File: src/rtl/kgd_pkg.sv
// kgd_pkg: KGD register offsets, video address width and fill FSM state type
// Macro KGD_FILL_READBACK_EN adds the RD_DAT state.
package kgd_pkg;
    localparam int KGD_AW = 14;
    localparam logic [2:0] KGD_CSR   = 3'b000;
    localparam logic [2:0] KGD_DATA  = 3'b010;
    localparam logic [2:0] KGD_ADDR  = 3'b100;
    localparam logic [2:0] KGD_COUNT = 3'b110;
    typedef enum logic [2:0] {
        IDLE,
        WR_ADR,
        WR_DAT,
`ifdef KGD_FILL_READBACK_EN
        RD_DAT,
`endif
        GAP,
        DONE
    } kgd_state_e;
endpackage

File: src/rtl/kgd_wbm_xfer.sv
// kgd_wbm_xfer: single-transaction Wishbone master with ack timeout and wait-for-ack-low
// Ports: i_req/i_we/i_adr/i_sel/i_dat launch a transaction (registered onto wbm_*);
//        o_ack marks the ack edge, o_done marks ack sampled low afterwards,
//        o_timeout marks ACK_TIMEOUT stb cycles without ack, o_rdata is wbm_dat_i.
module kgd_wbm_xfer #(
    parameter int ACK_TIMEOUT = 15
) (
    input  logic        wb_clk_i,
    input  logic        wb_rst_n_i,
    input  logic        i_req,
    input  logic        i_we,
    input  logic [2:0]  i_adr,
    input  logic [1:0]  i_sel,
    input  logic [15:0] i_dat,
    output logic        o_ack,
    output logic        o_done,
    output logic        o_timeout,
    output logic [15:0] o_rdata,
    output logic        wbm_cyc_o,
    output logic        wbm_stb_o,
    output logic        wbm_we_o,
    output logic [2:0]  wbm_adr_o,
    output logic [1:0]  wbm_sel_o,
    output logic [15:0] wbm_dat_o,
    input  logic [15:0] wbm_dat_i,
    input  logic        wbm_ack_i
);
    logic       r_stb;
    logic       r_wait;
    logic [3:0] r_cnt;
    assign o_ack     = r_stb & wbm_ack_i;
    assign o_timeout = r_stb & ~wbm_ack_i & (r_cnt == 4'(ACK_TIMEOUT - 1));
    // the responder may hold ack for several cycles; the transaction ends only once it is low
    assign o_done    = r_wait & ~wbm_ack_i;
    assign o_rdata   = wbm_dat_i;
    assign wbm_cyc_o = r_stb;
    assign wbm_stb_o = r_stb;
    always_ff @(posedge wb_clk_i or negedge wb_rst_n_i) begin
        if (!wb_rst_n_i) begin
            r_stb     <= 1'b0;
            r_wait    <= 1'b0;
            r_cnt     <= '0;
            wbm_we_o  <= 1'b0;
            wbm_adr_o <= '0;
            wbm_sel_o <= '0;
            wbm_dat_o <= '0;
        end else if (i_req) begin
            r_stb     <= 1'b1;
            r_wait    <= 1'b0;
            r_cnt     <= '0;
            wbm_we_o  <= i_we;
            wbm_adr_o <= i_adr;
            wbm_sel_o <= i_sel;
            wbm_dat_o <= i_dat;
        end else if (o_ack) begin
            r_stb  <= 1'b0;
            r_wait <= 1'b1;
        end else if (o_timeout) begin
            r_stb <= 1'b0;
        end else if (r_stb) begin
            r_cnt <= r_cnt + 4'd1;
        end else if (o_done) begin
            r_wait <= 1'b0;
        end
    end
endmodule

File: src/rtl/kgd_fill.sv
// kgd_fill: Wishbone master filling KGD video memory with a repeating 16-bit byte pattern
// Ports: start_i/addr_i/count_i/pattern_i command, abort_i stop request;
//        busy_o, done_o pulse, err_o and aborted_o sticky status; wbm_* Wishbone master.
// Macro KGD_FILL_READBACK_EN: read back and verify every written byte.
module kgd_fill
    import kgd_pkg::*;
#(
    parameter int ACK_TIMEOUT = 15
) (
    input  logic        wb_clk_i,
    input  logic        wb_rst_n_i,
    input  logic        start_i,
    input  logic        abort_i,
    input  logic [13:0] addr_i,
    input  logic [13:0] count_i,
    input  logic [15:0] pattern_i,
    output logic        busy_o,
    output logic        done_o,
    output logic        err_o,
    output logic        aborted_o,
    output logic        wbm_cyc_o,
    output logic        wbm_stb_o,
    output logic        wbm_we_o,
    output logic [2:0]  wbm_adr_o,
    output logic [1:0]  wbm_sel_o,
    output logic [15:0] wbm_dat_o,
    input  logic [15:0] wbm_dat_i,
    input  logic        wbm_ack_i
);
    kgd_state_e        r_state, r_prev, w_next, w_post, w_fin;
    logic [KGD_AW-1:0] r_addr, r_rem, w_cur;
    logic [15:0]       r_pat, w_dat, w_rdata;
    logic [7:0]        w_byte;
    logic [2:0]        w_adr;
    logic [1:0]        w_sel;
    logic              r_off, r_busy, r_done, r_err, r_abt;
    logic              w_req, w_we, w_ack, w_xdone, w_to, w_dec, w_bad;
    kgd_wbm_xfer #(.ACK_TIMEOUT(ACK_TIMEOUT)) u_xfer (
        .wb_clk_i   (wb_clk_i),
        .wb_rst_n_i (wb_rst_n_i),
        .i_req      (w_req),
        .i_we       (w_we),
        .i_adr      (w_adr),
        .i_sel      (w_sel),
        .i_dat      (w_dat),
        .o_ack      (w_ack),
        .o_done     (w_xdone),
        .o_timeout  (w_to),
        .o_rdata    (w_rdata),
        .wbm_cyc_o  (wbm_cyc_o),
        .wbm_stb_o  (wbm_stb_o),
        .wbm_we_o   (wbm_we_o),
        .wbm_adr_o  (wbm_adr_o),
        .wbm_sel_o  (wbm_sel_o),
        .wbm_dat_o  (wbm_dat_o),
        .wbm_dat_i  (wbm_dat_i),
        .wbm_ack_i  (wbm_ack_i)
    );
`ifdef KGD_FILL_READBACK_EN
    logic w_unused;
    // offset has already advanced past the byte being verified
    assign w_bad    = r_state == RD_DAT && w_ack && w_rdata[7:0] != (r_off ? r_pat[7:0] : r_pat[15:8]);
    assign w_dec    = r_state == GAP && w_xdone && r_prev == RD_DAT;
    assign w_unused = &{1'b0, w_rdata[15:8]};
`else
    logic w_unused;
    assign w_bad    = 1'b0;
    assign w_dec    = r_state == GAP && w_xdone && r_prev == WR_DAT;
    assign w_unused = &{1'b0, w_rdata};
`endif
    always_comb begin
        w_cur  = (r_state == IDLE) ? addr_i : r_addr;
        w_byte = r_off ? r_pat[15:8] : r_pat[7:0];
        // remaining is checked before abort so a fill finishing with abort high is not flagged
        w_fin  = (r_rem == '0 || abort_i || r_err) ? DONE : WR_ADR;
`ifdef KGD_FILL_READBACK_EN
        w_post = (r_prev == WR_ADR) ? WR_DAT : (r_prev == WR_DAT) ? RD_DAT : w_fin;
`else
        w_post = (r_prev == WR_ADR) ? WR_DAT : w_fin;
`endif
        w_next = (r_state == IDLE) ? (!start_i ? IDLE : (count_i == '0) ? DONE : WR_ADR) :
                 (r_state == GAP)  ? (w_xdone ? w_post : GAP) :
                 (r_state == DONE) ? IDLE :
                 w_to ? DONE : w_ack ? GAP : r_state;
        // transaction fields are launched on the edge that enters the transaction state
        w_req  = (r_state == IDLE || r_state == GAP) && w_next != DONE && w_next != r_state;
        w_we   = 1'b1;
`ifdef KGD_FILL_READBACK_EN
        w_we   = w_next != RD_DAT;
`endif
        w_adr  = (w_next == WR_ADR) ? KGD_ADDR : KGD_DATA;
        w_sel  = (w_next == WR_ADR) ? 2'b11 : 2'b01;
        w_dat  = (w_next == WR_ADR) ? {2'b00, w_cur} : {8'h00, w_byte};
    end
    always_ff @(posedge wb_clk_i or negedge wb_rst_n_i) begin
        if (!wb_rst_n_i) begin
            r_state <= IDLE;
            r_prev  <= IDLE;
            r_addr  <= '0;
            r_rem   <= '0;
            r_pat   <= '0;
            r_off   <= 1'b0;
            r_busy  <= 1'b0;
            r_done  <= 1'b0;
            r_err   <= 1'b0;
            r_abt   <= 1'b0;
        end else begin
            r_state <= w_next;
            if (r_state != GAP) r_prev <= r_state;
            r_done <= r_state == DONE;
            if (r_state == IDLE && start_i) begin
                r_addr <= addr_i;
                r_rem  <= count_i;
                r_pat  <= pattern_i;
                r_off  <= 1'b0;
                r_err  <= 1'b0;
                r_abt  <= 1'b0;
                r_busy <= count_i != '0;
            end
            if (r_state == WR_DAT && w_ack) begin
                r_rem  <= r_rem - KGD_AW'(1);
                r_addr <= r_addr + KGD_AW'(1);
                r_off  <= ~r_off;
            end
            if (w_to || w_bad) r_err <= 1'b1;
            if (w_dec && abort_i && r_rem != '0 && !r_err) r_abt <= 1'b1;
            if (r_state == DONE) r_busy <= 1'b0;
        end
    end
    assign busy_o    = r_busy;
    assign done_o    = r_done;
    assign err_o     = r_err;
    assign aborted_o = r_abt;
endmodule

File: config.mk
export PLATFORM = sky130hd
export DESIGN_NAME = kgd_fill
export DESIGN_NICKNAME = d
export VERILOG_FILES = /design/src/rtl/kgd_pkg.sv /design/src/rtl/kgd_wbm_xfer.sv /design/src/rtl/kgd_fill.sv
export SDC_FILE = /design/constraint.sdc
export NUM_CORES = 1
export LEC_CHECK = 0
export ABC_AREA = 1
export CORE_UTILIZATION = 45
export DETAILED_ROUTE_END_ITERATION = 16
export HOLD_SLACK_MARGIN = 0.1
export PLACE_DENSITY = 0.75
export SLEW_MARGIN = 20
export SYNTH_ARGS = -nofsm -noshare
export SYNTH_HDL_FRONTEND = slang
export SYNTH_SLANG_ARGS = --single-unit
File: constraint.sdc
create_clock -name wb_clk_i -period 1.96 [get_ports wb_clk_i]
set_input_delay 0.196 -clock wb_clk_i [delete_from_list [all_inputs] [get_ports wb_clk_i]]
set_output_delay 0.196 -clock wb_clk_i [all_outputs]
set_load 0.005 [all_outputs]
# --- Word level (Yosys, flattened, before mapping) ---
# Cells that the tools add are included.
totals:
  reg_bits: 83
  latchBits: 0
  ram_bits: 0
  romBits: 0
  in_bits: 65
  output_inout_bits: 28
  elab_cells: 104
  memories: 0
classes:
  addsub: 3
  mul: 0
  div: 0
  order_cmp: 0
  eq_ne: 14
  shifts: 0
  mux: 37
  bitwise: 6
  reduce_logical: 27
op_table:
  columns: ["op", "n"]
  rows:
  - ["14-bit 2-to-1 mux", 6]
  - ["3-bit 2-to-1 mux", 11]
  - ["14-bit logical NOT", 2]
  - ["14-bit nonzero test", 2]
  - ["4-bit 2-to-1 mux", 4]
  - ["14-bit by 1-bit adder with 14-bit output (second input constant)", 1]
  - ["1-bit 2-to-1 mux", 14]
  - ["14-bit by 1-bit subtractor with 14-bit output (second input constant)", 1]
  - ["2-bit nonzero test", 5]
  - ["3-bit by 2-bit equality test with 1-bit output (second input constant)", 3]
  - ["1-bit logical AND", 9]
  - ["3-bit by 2-bit inequality test with 1-bit output (second input constant)", 3]
  - ["8-bit 2-to-1 mux", 1]
  - ["3-bit by 1-bit equality test with 1-bit output (second input constant)", 2]
  - ["3-bit AND reduction", 2]
  - ["3-bit nonzero test", 2]
  - ["4-bit by 1-bit adder with 4-bit output (second input constant)", 1]
  - ["1-bit AND", 4]
  - ["4-bit equality test (second input constant)", 1]
  - ["2-bit by 1-bit inequality test with 1-bit output (second input constant)", 2]
  - ["3-bit equality test (second input constant)", 1]
  - ["3-bit logical NOT", 1]
  - ["1-bit logical OR", 3]
  - ["3-bit inequality test", 1]
  - ["4 further kinds", 5]

# --- Longest topological paths before layout ---
# Gate-level depths: netlist (run 1).
logic_depth:
  depth_word: 13
  mapped_depth: 16
  depth_no_buf: 15

# --- By module ---
# Synthesis (run 1) repeated with hierarchy kept, for this count alone.
unflattened:
  cells_unflattened: 606
  hier_area_um2: 4743.3
modules_own_cells:
  columns: ["module", "n_inst", "cells_each", "area_each_um2", "seq_area_each_um2"]
  rows:
  - ["kgd_fill", 1, 454, 3453.3, 1376.3]
  - ["kgd_wbm_xfer", 1, 152, 1290.0, 700.7]

# --- Worst setup path after synthesis (run 1) ---
# Ideal clock, no wire load.
synth_path:
  path_type: "register to register"
  from: "register r_rem[0]"
  to: "register u_xfer.wbm_dat_o[10]"
  setup_ps: 116
  t_arrival_ps: 1758
  setup_slack_ps: 85
  path_stages_with_launch: 17
  n_path_buf: 1
  synth_period_minus_slack_ps: 1875
  cell_sequence: "dfrtp_1 inv_1 ha_1 nand2_1 nor2_1 nand2_1 nand2_1 nand3_1 nand2_4 nand2_1 nand2_1 inv_2 nand3_2 nand2_4 buf_6 nand2_1 nand2_1"
synth_via:
  elab_chain_cells: 11
  elab_cells_between_ends: 14
synth_lines:
  columns: ["item", "line", "rtl"]
  rows:
  - ["from (decl)", "kgd_fill.sv:31", "logic [KGD_AW-1:0] r_addr, r_rem, w_cur;"]
  - ["from (signal assigned)", "kgd_fill.sv:113", "r_rem <= count_i;"]
  - ["from (signal assigned)", "kgd_fill.sv:121", "r_rem <= r_rem - KGD_AW'(1);"]
  - ["14-bit logical NOT *", "kgd_fill.sv:75", "w_fin = (r_rem == '0 || abort_i || r_err) ? DONE : WR_ADR;"]
  - ["1-bit logical OR * (2 in a row)", "kgd_fill.sv:75", null]
  - ["3-bit 2-to-1 mux *", "kgd_fill.sv:75", null]
  - ["3-bit 2-to-1 mux *", "kgd_fill.sv:79", "w_post = (r_prev == WR_ADR) ? WR_DAT : w_fin;"]
  - ["3-bit 2-to-1 mux * (2 in a row)", "kgd_fill.sv:82", "(r_state == GAP) ? (w_xdone ? w_post : GAP) :"]
  - ["3-bit 2-to-1 mux *", "kgd_fill.sv:81", "w_next = (r_state == IDLE) ? (!start_i ? IDLE : (count_i == '0) ? DONE : WR_ADR) :"]
  - ["net w_next[2]", "kgd_fill.sv:30", "kgd_state_e r_state, r_prev, w_next, w_post, w_fin;"]
  - ["3-bit inequality test", "kgd_fill.sv:86", "w_req = (r_state == IDLE || r_state == GAP) && w_next != DONE && w_next != r_state;"]
  - ["1-bit logical AND (2 in a row)", "kgd_fill.sv:86", null]
  - ["to (signal assigned)", "kgd_wbm_xfer.sv:54", "wbm_dat_o <= i_dat;"]
  - ["to (decl)", "kgd_wbm_xfer.sv:24", "output logic [15:0] wbm_dat_o,"]
# Mark *: on every way through the listed nets, which the timed path passes. The rest lies on a longest branch.
# A chain may end at the register's enable or synchronous reset.

# --- Worst setup path after layout (run 1) ---
layout_path:
  from: "register r_rem[1]"
  to: "register u_xfer.wbm_adr_o[2]"
layout_via:
  elab_chain_cells: 11
  elab_cells_between_ends: 14
layout_lines:
  columns: ["item", "line", "rtl"]
  rows:
  - ["14-bit logical NOT *", "kgd_fill.sv:75", null]
  - ["1-bit logical OR * (2 in a row)", "kgd_fill.sv:75", null]
  - ["3-bit 2-to-1 mux *", "kgd_fill.sv:75", null]
  - ["3-bit 2-to-1 mux *", "kgd_fill.sv:79", null]
  - ["3-bit 2-to-1 mux * (2 in a row)", "kgd_fill.sv:82", null]
  - ["3-bit 2-to-1 mux *", "kgd_fill.sv:81", null]
  - ["3-bit inequality test", "kgd_fill.sv:86", null]
  - ["1-bit logical AND (2 in a row)", "kgd_fill.sv:86", null]
  - ["to (signal assigned)", "kgd_wbm_xfer.sv:52", "wbm_adr_o <= i_adr;"]
  - ["to (decl)", "kgd_wbm_xfer.sv:22", "output logic [2:0] wbm_adr_o,"]
# Mark *: on every way between the ends. The rest lies on a longest branch, timed or not.

==> results of run 1 <==
-- power by group --
part / internal (uW) / switching [uW]
logic: 3300 / 3950
registers: 2310 / 544
clock network: 579 / 624
-- critical path, stage by stage (launching register included) --
cell     delay, ps
dfrtp_1        410
inv_2           90
ha_4           150
nand2_4         70
nor2_4         140
nand2_2        100
nand3_2         80
nand2_2         60
nand2_2         80
nand2_2         90
buf_6          140
nand2_4         60
nand2_4         50
nand3_4        150
buf_12         160
nand2_4         70
nand2_1         70
nand2_1         70
-- routing by layer --
metal / up-vias / wire length [um]
li1: 2251 / -
met1: 2270 / 5722
met2: 260 / 7478
met3: 61 / 975
met4: 0 / 639
met5: - / 0
-- cell type report --
class / instances / area [sq um]
clock buffers: 9 / 123.9
fillers: 667 / 2526
clock inverters: 6 / 63.81
repair buffers: 191 / 1807
flip-flops and latches: 78 / 1954
multi-input cells: 423 / 2455
inverters: 61 / 236.5
well taps: 129 / 161.4
-- worst max-delay path by stage --
stage,endpoint,cells after the start,start
6_report,u_xfer.wbm_adr_o[2],17,r_rem[1]
5_1_grt,u_xfer.wbm_dat_o[9],15,r_state[1]
4_1_cts,u_xfer.wbm_dat_o[7],14,r_state[1]
3_5_place_dp,u_xfer.wbm_dat_o[11],14,wbm_ack_i
3_3_place_gp,u_xfer.wbm_dat_o[1],14,wbm_ack_i
2_1_floorplan,u_xfer.wbm_dat_o[10],16,r_rem[0]
-- what timing repair did --
item / 4_1_cts / 5_1_grt
hold endpoints to repair: 29 / 0
setup endpoints to repair: 46 / 47
hold buffers: 1 / 0
resized for setup: 44 / 72
pin swaps: 20 / 24
setup buffers: 22 / 23
cloned: 4 / 5
-- registers in the layout (all words and copies together) (netlist names) --
| name | flops |
|---|---|
| done_o | 1 |
| r_state | 3 |
| r_prev | 3 |
| aborted_o | 1 |
| r_pat | 16 |
| r_rem | 14 |
| u_xfer.r_wait | 1 |
| u_xfer.r_cnt | 4 |
| u_xfer.wbm_cyc_o | 1 |
| err_o | 1 |
| r_addr | 14 |
| u_xfer.wbm_adr_o | 2 |
| u_xfer.wbm_sel_o | 1 |
| u_xfer.wbm_dat_o | 14 |
| busy_o | 1 |
| r_off | 1 |
-- through the flow --
step	std cells	hold slack, ps
2_1_floorplan	587	-99.59
3_3_place_gp	828	158.4
3_5_place_dp	828	163.0
4_1_cts	870	333.8
5_1_grt	897	355.8
6_report	897	322.7
-- logic make-up (layout without fill, tap and decap cells) --
family,count (synthesis),after routing
compound gates,110,110
flops,78,78
mux,1,1
buf+inv,91,267
xor+xnor,11,11
fa+ha+maj,4,4
other cells,1,3
simple gates,289,294
-- placed cells by master (no fill, tap or decap), types with 3 or more instances in the layout --
master,netlist,layout
nand2_1,174,141
buf_4,8,95
dfrtp_1,78,76
clkdlybuf4s50_1,0,72
o21ai_0,58,53
inv_1,56,51
nor2_1,45,39
nand3_1,42,29
nand2_2,1,24
a21oi_1,26,21
nand2_4,3,13
nand3_2,2,13
nor2_4,2,10
xor2_1,11,10
buf_6,1,10
clkbuf_8,0,9
buf_12,0,9
o211ai_1,8,8
inv_2,4,7
o21ai_1,2,7
nor3_1,7,6
o22ai_1,5,5
nor2_2,4,4
a21oi_2,0,4
clkinvlp_4,0,4
nand2_8,0,3
nand4_1,3,3
o221ai_1,4,3
conb_1,1,3
==> out/summary.txt, run 1 <==
largest net degree at the start of global routing: 41
Final Hold Viols: 0
synthesized area per cell: 7.469 sq um
Synth area leader: dfrtp_1
die width: 100.5 um
antenna cell count: 0
main combinational cell family by area after synthesis: simple AND/OR/NAND/NOR gates
dpl ws: -585.8 ps
Clock Sinks: 78
Syn Inst Count: 585
Final min period: 2143 ps
worst-path maximum fanout: 5
leakage power: 0.003223 uW
post-synthesis register bit count: 78
routing usage on met1: 33.68%
Post-Synth Simple-Gate Area: 28.81%
Startpoint Class: flop
initial antenna violation count: 0
Tot Pwr: 11,300 uW
area post-placement: 5650 sq um
Post-synth EDFFs: 0
gr usage total: 27.98%
fin nets: 833
dominant cell by count in the synthesized netlist: nand2_1
Core Footprint: 9328 sq um
Synth Area in XOR/XNOR: 2.205%
Distinct cells, synth: 37
Power Density: 1662 nW/um^2
Top Usage Layer GRT: met2
worst reg2reg path depth: 17
Hold/Removal Path Class: primary input to async pin
initial core utilization: 46.84%
Final Skew: 7.953 ps
Clk pin slew, worst setup/hold paths: 90 ps
total detailed-routing wirelength: 14.82 mm
die height: 100.5 um
status: complete, but fails checks
Placer Congestion: 0.9480
Total Neg Setup Slack: -3167 ps
clk_lat worst skew: 360 ps
Critical Path End Type: flop
Post-DRT Antenna Nets: 0
Vias/cell: 5.398
die area: 10,110 sq um
Synth Cell Area: 4369 sq um
Final Setup Violations: 25
failing checks: negative setup slack
hpwl dp: 8.404 mm
number of max-cap violations: 0
standard-cell row count: 35
Slew Viols, Final: 0
met3 Use GR: 5.825%
Arr. time, crit path: 2400 ps
Max Clock Freq: 0.4667 GHz
Post-Synth Adder-Cell Area: 1.145%
1st-pass router iterations: 5
ys flop type: dfrtp_1
Crit Path Class: flop to flop
Post-Route Utilization: 72.92%
first-pass GRT wire length: 21.87 mm
mux cell area share after synthesis: 0.2577%
Vias: 4,842
routed len/inst: 16.52 um
met2 usage: 48.21%
Reg-to-Reg Start: r_rem[1]
# IOs: 93
most frequent cells after synthesis: 174 x nand2_1, 78 x dfrtp_1, 58 x o21ai_0, 56 x inv_1, 45 x nor2_1
P&R area growth vs syn: 55.67%
clock tree buffer depth: 2
Synth Area in Compound Gates: 13.95%
Final period util: 109.3%
Seq/Total Area, Yosys: 44.67%
VDD IR-drop max: 0.7887 mV
layout cells sized above 1: 29.69%
Synth area leaders: dfrtp_1 45%, nand2_1 15%, o21ai_0 6.6%
CTS tree: done
initial DRC count: 276
RSZ-0062 raised after global routing: true
critical path data required time: 2210 ps
Clock Tree Root: clkbuf_8
TritonCTS Buffers: 9
# DRC: 0
worst r2r dst: u_xfer.wbm_adr_o[2]
worst setup margin: -182.7 ps
CTS H-tree depth: 3
GRT overflow: 0
ys async rst share: 100.0%
YS warnings: 0
PortBufs: 73
share of the synthesized area in the top cell type: 44.67%
number of global-route vias before repair: 4,716
reg-to-reg slack, setup: -180 ps
final instance area: 6802 sq um
Note: power is estimated with default switching activity, not from simulation.
==> inputs of run 2 (changes only) <==
--- a/config.mk
+++ b/config.mk
@@ -8,9 +8,10 @@
 export ABC_AREA = 1
 export CORE_UTILIZATION = 45
 export DETAILED_ROUTE_END_ITERATION = 16
-export HOLD_SLACK_MARGIN = 0.1
-export PLACE_DENSITY = 0.75
+export MAX_ROUTING_LAYER = met4
+export PLACE_DENSITY = 0.74
 export SLEW_MARGIN = 20
 export SYNTH_ARGS = -nofsm -noshare
 export SYNTH_HDL_FRONTEND = slang
+export SYNTH_HIERARCHICAL = 1
 export SYNTH_SLANG_ARGS = --single-unit
==> run 2 against run 1 <==
  * The flow still finishes with violations (negative setup slack)
  * Combinational power is 28% lower
  * Design area shrank 6.3%
  * Global-route usage is 3.2 points lower
  * Die area up 5.7%
  * Clock skew up 0.74 ps
  * Highest routed layer unchanged
  * Clock-buffer cell count is 3 higher
  * Clock power about the same
==> out/summary.txt, run 2 <==
initial antenna violation count: 0 (unchanged)
worst setup margin: -218.8 ps (-36.18 ps)
first-pass GRT wire length: 19.47 mm (-11%)
fin nets: 808 (-3.0%)
Final period util: 111.2% (+1.8 points)
number of max-cap violations: 0 (unchanged)
worst-path maximum fanout: 20 (+15)
Clk pin slew, worst setup/hold paths: 80 ps (about the same)
top sig layer: met4
Syn Inst Count: 590 (+0.85%)
commonest non-fill, non-tap cell in the layout: nand2_1
largest net degree at the start of global routing: 38 (-7.3%)
CTS H-tree depth: 3 (unchanged)
1st-pass router iterations: 5 (unchanged)
PortBufs: 76 (+4.1%)
Internal Power: 5636 uW (-8.9%)
Worst path most repeated cell: nand2_1
Comb power frac: 54.8% (-9.3 points)
failing checks: negative setup slack
Clock Sinks: 83 (+6.4%)
gr usage total: 24.79% (-3.2 points)
TritonCTS Buffers: 9 (unchanged)
reg-to-reg slack, setup: -220 ps (-40 ps)
Placer Congestion: 0.8561 (-9.7%)
WL met3: 593 um (-39%)
clk_lat worst skew: 380 ps (+20 ps)
Final Hold Viols: 0 (unchanged)
layout cells sized above 1: 20.05% (-9.6 points)
die width: 103.4 um (+2.8%)
standard-cell row count: 36 (+2.9%)
initial core utilization: 46.87% (about the same)
YS warnings: 6 (+6)
Max Clock Freq: 0.4590 GHz (-1.7%)
critical path data required time: 2240 ps (+30 ps)
Startpoint Class: flop
die height: 103.4 um (+2.8%)
CP Buf/Inv Count: 4 (+1)
Crit Path Class: flop to flop
worst r2r dst: u_xfer/wbm_dat_o[4]
number of global-route vias before repair: 4,289 (-9.1%)
most frequent cells in the layout: 210 x nand2_1, 81 x dfrtp_1, 75 x clkdlybuf4s50_1, 73 x buf_4, 48 x nor2_1
CP max stage cell: dfrtp_1
Final Setup Violations: 28 (+12%)
Critical Path End Type: flop
worst reg2reg path depth: 18 (+1)
Seq pwr share: 32.3% (+7.0 points)
final instance area: 6374 sq um (-6.3%)
DR WL met2: 5.750 mm (-23%)
routed len/inst: 13.45 um (-19%)
Clock Tree Root: clkbuf_8
Final Skew: 8.691 ps (+0.7378 ps)
clock tree buffer depth: 2 (unchanged)
area post-placement: 5986 sq um (+5.9%)
Final min period: 2179 ps (+36.18 ps)
Vias/cell: 4.981 (-7.7%)
Synth Cell Area: 4623 sq um (+5.8%)
Sw Share: 40.73% (-4.5 points)
P&R area growth vs syn: 37.86%
initial DRC count: 146 (-47%)
Hold/Removal Path Class: primary input to async pin
total detailed-routing wirelength: 11.79 mm (-20%)
biggest regs: r_pat (16), u_xfer/wbm_dat_o (16)
Filler cells: 845 (+27%)
antenna cell count: 0 (unchanged)
Power Density: 1492 nW/um^2 (-10%)
dpl ws: -344.5 ps (+241.3 ps)
status: complete, but fails checks
GRT overflow: 0 (unchanged)
VDD IR-drop max: 0.8345 mV (+5.8%)
hpwl dp: 8.186 mm (-2.6%)
Core Footprint: 9864 sq um (+5.8%)
# DRC: 0 (unchanged)
Top delay family on crit path: simple AND/OR/NAND/NOR gates
switching pwr: 3873 uW (-24%)
slowest stage delay, CP: 400 ps (about the same)
clock power share: 12.9% (+2.3 points)
Slew Limit Headroom: 65.90%
Post-DRT Antenna Nets: 0 (unchanged)
CTS tree: done
die area: 10,680 sq um (+5.7%)
Slew @ Worst Pin: 511.4 ps
Slew Viols, Final: 0 (unchanged)
synthesized area per cell: 7.836 sq um (+4.9%)
leakage power: 0.003110 uW (-3.5%)
Post-Route Utilization: 64.61% (-8.3 points)
Arr. time, crit path: 2450 ps (+50 ps)
worst hold slack: 326.9 ps (+4.249 ps)
crit-path cells: inv_2, ha_4, nand3_4, nor3_4, inv_2, o211ai_1, nand2_1, nand2_4, nor2_1, nor2_1, nand2_1, nor2_1, nand3_1, nand2_2, inv_6, buf_12, nand2_1, nand2_1
Reg-to-Reg Start: u_xfer/r_cnt[0]
# IOs: 93 (unchanged)
Vias: 4,363 (-9.9%)
RSZ-0062 raised after global routing: true
Metal-1 WL: 5.198 mm (-9.2%)
==> run 2: cell types whose count changed in the layout (fill, tap and decap cells not counted), sizes merged, moves of 4 or more <==
cell	change
a211oi	+6
a21oi	-11
buf	-38
dfrtp	+5
mux2i	+8
nand2	+42
nand3	-22
nor3	-4
o21ai	-21
==> run 2: final cells by class <==
class / instances / area (sq um) / area share [%]
Timing Repair Buffer: 154 / 1404 / 22.03
Inverter: 58 / 249.0 / 3.907
Timing Repair inverter: 2 / 22.52 / 0.3534
Sequential cell: 83 / 2079 / 32.63
Multi-Input combinational cell: 430 / 2266 / 35.55
Clock inverter: 4 / 51.30 / 0.8049
Tap cell: 133 / 166.4 / 2.611
Clock buffer: 12 / 135.1 / 2.120
==> run 2: worst max-delay path by stage <==
stage | from | cells after the start | slack (ps) | endpoint
after global routing | u_xfer/r_cnt[0] | 18 | -450 | u_xfer/wbm_adr_o[1]
after global placement | count_i[8] | 14 | -300 | u_xfer/wbm_dat_o[7]
after detailed placement | u_xfer/r_cnt[0] | 17 | -340 | u_xfer/wbm_dat_o[4]
after floorplan | u_xfer/r_cnt[0] | 20 | -170 | u_xfer/wbm_dat_o[10]
after CTS | u_xfer/r_cnt[0] | 19 | -190 | u_xfer/r_cnt[1]
final | u_xfer/r_cnt[0] | 18 | -220 | u_xfer/wbm_dat_o[4]
==> run 2: repair_timing <==
item,CTS,global route
resized for setup,16,13
setup buffers,6,3
setup endpoints to repair,28,34
pin swaps,2,7
cloned,2,0
hold buffers,1,0
hold endpoints to repair,35,0
==> run 2: routing by layer <==
| layer | GRT usage, % | up-vias |
|---|---|---|
| met2 | 40.14 | 147 |
| met5 | - | - |
| li1 | - | 2180 |
| met3 | 4.570 | 25 |
| met1 | 30.06 | 2011 |
| met4 | 11.48 | 0 |
==> run 2: per-stage QoR <==
step | setup TNS (ps) | cells | power, uW
after floorplan | -4210 | 593 | 5922
after global placement | -9636 | 848 | 7362
after detailed placement | -10180 | 848 | 7564
after CTS | -4547 | 873 | 9395
after global routing | -11790 | 876 | 10290
final | -5320 | 876 | 9509
==> run 2: power by group through the flow <==
| stage | combinational [uW] | sequential, uW | clock, uW |
|---|---|---|---|
| detailed placement | 4480 | 3080 | 0 |
| global route | 5810 | 3170 | 1310 |
| global placement | 4320 | 3050 | 0 |
| CTS | 5090 | 3060 | 1240 |
| finish | 5210 | 3070 | 1230 |
| floorplan | 2920 | 3000 | 0 |
==> variant 1 (flow settings as in run 2) <==
Register the output `err_o` once more; this adds one clock of latency there. The other outputs are not delayed to match.
--- a/src/rtl/kgd_fill.sv
+++ b/src/rtl/kgd_fill.sv
@@ -131,3 +131,5 @@
     assign done_o    = r_done;
-    assign err_o     = r_err;
+    always_ff @(posedge wb_clk_i) begin
+        err_o <= r_err;
+    end
     assign aborted_o = r_abt;
Check against the original RTL: no difference found for any inputs over 10 cycles, from zero or initial values and one cycle with wb_rst_n_i low; that may be too few to reach the edited logic, so the function may still have changed.
==> variant 1 against run 2 <==
  * The flow still finishes with violations (setup timing)
  * Power is 0.27% lower
  * Synthesized area rose by 0.46%
  * Worst setup slack got worse by 0.024 ns
  * First-iteration DRC count increased by 22%
  * Wire length is 1.7% lower
  * Count of clock-buffer cells in the layout down 3
  * Sequential power about the same
  * Final area increased by 1.5%
  * Sequential cell count is 1 higher
  * Critical path type unchanged
  * Largest power group unchanged
==> variant 1: results (changes against run 2) <==
* Syn avg cell area at 7.912 um^2 (was 7.836 um^2)
* Cts bufs inserted at 9 (unchanged)
* Max stage delay on crit path at 0.40 ns (about the same)
* Total track usage at 22.41% (was 24.79%)
* Setup TNS at -6.102 ns (was -5.320 ns)
* Fillers at 854 (was 845)
* Post-DP HPWL at 8167 um (was 8186 um)
* First-pass GRT wire length at 19040 um (was 19470 um)
* GP Congestion at 0.8506 (was 0.8561)
* Fin cells at 881 (was 876)
* Failing checks: setup timing (unchanged)
* Place WS at -0.4281 ns (was -0.3445 ns)
* CP top delay family: simple AND/OR/NAND/NOR gates (unchanged)
* Leak at 3.179 nW (was 3.110 nW)
* Crit Path Max Fanout at 5 (was 20)
* Share of layout cells above drive strength 1 at 21.52% (was 20.05%)
* Crit path DAT at 2.50 ns (was 2.45 ns)
* H-tree Lvls at 3 (unchanged)
* Router iterations before antenna repair at 4 (was 5)
* Slowest CP cell: dfrtp_1 (unchanged)
* Placement-stage cell area at 0.006075 mm^2 (was 0.005986 mm^2)
* Clock root buffer: clkbuf_8 (unchanged)
* Outcome: complete, but fails checks (unchanged)
* Worst-Skew Late Latency at 0.36 ns (was 0.38 ns)
* Clock Pin Slew Worst Setup and Hold Paths at about 0.090 ns
* IO Port Bufs at 76 (unchanged)
* DR vias/cell at 4.960 (was 4.981)
* Worst Slack Setup Final at -0.2432 ns (was -0.2188 ns)
* Largest net degree at the start of global routing at 38 (unchanged)
* Initial antenna violation count at 0 (unchanged)
* Final count of negative-setup-slack endpoints at 28 (unchanged)
* Maximum vdd drop at 0.6579 mV (was 0.8345 mV)
* Synth warn at 6 (unchanged)
* Hold WC Path Type: input port to flip-flop (was input port to async pin)
* DR iter-0 viols at 178 (was 146)
* Vias in the first global route at 4268 (was 4289)
* Ant. Diodes at 0 (unchanged)
* Biggest regs: r_pat x16, u_xfer/wbm_dat_o x16 (unchanged)
* DP Cell Count at 852 (was 848)
* Final net count at 813 (was 808)
* Deepest clock path buffer count at 2 (unchanged)
* Routed len/inst at 13.15 um (was 13.45 um)
* Final core occ at 65.30% (was 64.61%)
* Worst Skew at 0.01540 ns (was 0.008691 ns)
[variant 1: changes by cell type in the layout (fill, tap and decap cells not counted), sizes merged, moves of 2 or more]
cell	before	now
buf	78	85
inv	58	62
nand2	223	219
nor2	54	52
[variant 1: layout make-up]
class	instances	share of cell area [%]
multi-input combinational	424	35.07
sequential	84	32.41
timing repair buffer	163	23.05
inverter	60	4.002
tap	133	2.572
clock buffer	9	1.914
clock inverter	7	0.8894
timing repair inverter	1	0.09667
[variant 1: stage by stage]
| stage | power [mW] | hold WS, ns |
|---|---|---|
| 2_1_floorplan | 5.958 | -0.09959 |
| 3_3_place_gp | 7.428 | 0.1882 |
| 3_5_place_dp | 7.635 | 0.1974 |
| 4_1_cts | 8.880 | 0.3473 |
| 5_1_grt | 10.21 | 0.2378 |
| 6_report | 9.483 | 0.2082 |
[variant 1: worst paths after layout]
path,cells after the start,endpoint,start,slack (ns)
worst min register to register,0,err_o,r_err,0.41
worst min-delay path,3,u_xfer/r_wait,wbm_ack_i,0.21
worst max register to register,20,u_xfer/r_cnt[1],u_xfer/r_cnt[0],-0.24
min in group asynchronous,2,done_o,wb_rst_n_i,0.33
max in group asynchronous,3,r_rem[2],wb_rst_n_i,1.03
worst max-delay path,20,u_xfer/r_cnt[1],u_xfer/r_cnt[0],-0.24
[variant 1: per-layer routing]
layer	global-route usage (%)	up-vias	part of all wire, %
li1	-	2187	-
met1	27.64	2044	44
met2	37.54	115	49
met3	2.454	24	4.3
met4	9.317	0	2.6
met5	-	-	0
[variant 1: repair_timing]
item                       in CTS  in global routing
resized for setup               7                 16
gates cloned                    0                  4
hold endpoints to repair       35                  0
hold buffers                    1                  0
buffers inserted                3                  5
setup endpoints to repair      28                 30
pin swaps                       1                  9
[variant 1: power by group]
part	internal [mW]	switching [mW]
logic	2.57	2.68
clock network	0.478	0.699
registers	2.53	0.530
[variant 1: tightest hold or removal path, stage by stage]
cell and delay [ns]:
dlymetal6s2s_1 0.18, nand2_1 0.10, a21oi_1 0.06
==> variant 2 (settings of run 2) <==
Without the edit above. Build with the macro `KGD_FILL_READBACK_EN` defined.
--- a/src/rtl/kgd_pkg.sv
+++ b/src/rtl/kgd_pkg.sv
@@ -2,2 +2,4 @@
 // Macro KGD_FILL_READBACK_EN adds the RD_DAT state.
+`define KGD_FILL_READBACK_EN
+
 package kgd_pkg;
Check against the original RTL: not equivalent (Yosys sat finds a counterexample within 10 cycles, from zero or initial values and one cycle with wb_rst_n_i low).
==> variant 2 against run 2 <==
  * The run still ends with setup timing left
  * Wire length grew 12%
  * Combinational power grew 12%
  * Sequential cell count is the same
  * Final area grew 6.2%
  * Synthesized area grew 4.4%
  * Worst setup slack lost 0.11 ns
  * Power grew 8.2%
  * Sequential power shrank 2%
  * Sequential share of layout area shrank 1.9 points
  * Core utilization grew 0.68 points
  * Highest routed layer unchanged
==> variant 2: results (changes against run 2) <==
* Outcome: complete, but fails checks (unchanged)
* Failing checks: setup timing (unchanged)
* Routed WL at 13150 um (was 11790 um)
* Nonclk buf count at 164 (was 154)
* Inverters at 67 (was 60)
* CLK BUF at 9 (was 12)
* Multi-input gate share of total cell area at 36.48% (was 35.55%)
* Fillers at 870 (was 845)
* Clk cell area share at 3.290% (was 2.925%)
* Vias in the first global route at 4713 (was 4289)
* Clk pwr at 1.42 mW (was 1.23 mW)
* Crit Path Max Fanout at 13 (was 20)
* Post-CTS setup buffers at 9 (was 6)
* Setup TNS at -8.226 ns (was -5.320 ns)
* Total track usage at 25.80% (was 24.79%)
* Final count of negative-setup-slack endpoints at 28 (unchanged)
* Crit path DAT at 2.60 ns (was 2.45 ns)
* Design area at 0.006770 mm^2 (was 0.006374 mm^2)
* Vias at 4787 (was 4363)
* FF-to-FF path depth at 17 (was 18)
* Worst Slack Setup Final at -0.3337 ns (was -0.2188 ns)
* First-pass GRT wire length at 22080 um (was 19470 um)
* DR iter-0 viols at 229 (was 146)
* Num sequential at 83 (unchanged)
* Post-DP HPWL at 9286 um (was 8186 um)
* Post_cts resized at 20 (was 16)
* Post-Syn Area at 0.004828 mm^2 (was 0.004623 mm^2)
* Worst Skew at 0.01090 ns (was 0.008691 ns)
* Power Sequential at 3.02 mW (was 3.07 mW)
* Hold WC Path Type: input port to flip-flop (was input port to async pin)
* IO Port Bufs at 84 (was 76)
* Leak at 3.217 nW (was 3.110 nW)
* Sw Pwr at 4.349 mW (was 3.873 mW)
* Reg-to-reg critical path endpoint: u_xfer/wbm_dat_o[5] (was u_xfer/wbm_dat_o[4])
* Place WS at -0.3828 ns (was -0.3445 ns)
* Share of layout cells above drive strength 1 at 21.80% (was 20.05%)
* Register share of the cell area at 30.68% (was 32.63%)
* Worst hold slack at 0.2105 ns (was 0.3269 ns)
* DP Cell Count at 892 (was 848)
* Multi-input gate count at 459 (was 430)
* Routed len/inst at 14.22 um (was 13.45 um)
* Final net count at 854 (was 808)
variant 2: worst max path at each step:
stage | endpoint | startpoint | cells past startpoint
floorplan | u_xfer/wbm_adr_o[0] | u_xfer/r_cnt[0] | 19
global placement | u_xfer/wbm_dat_o[3] | wbm_ack_i | 16
detailed placement | u_xfer/r_cnt[3] | u_xfer/r_cnt[0] | 19
CTS | u_xfer/r_cnt[3] | u_xfer/r_cnt[0] | 18
global route | u_xfer/wbm_dat_o[9] | u_xfer/r_cnt[0] | 18
finish | u_xfer/wbm_dat_o[5] | u_xfer/r_cnt[0] | 17
variant 2: metal layers:
layer  GRT usage [%]  vias to the layer above  wire [um]  share of wire [%]
li1                -                     2347          -                  -
met1           32.31                     2265       5610                 43
met2           42.48                      153       6545                 50
met3           2.783                       22        642                4.9
met4           11.31                        0        351                2.7
met5               -                        -          0                  0
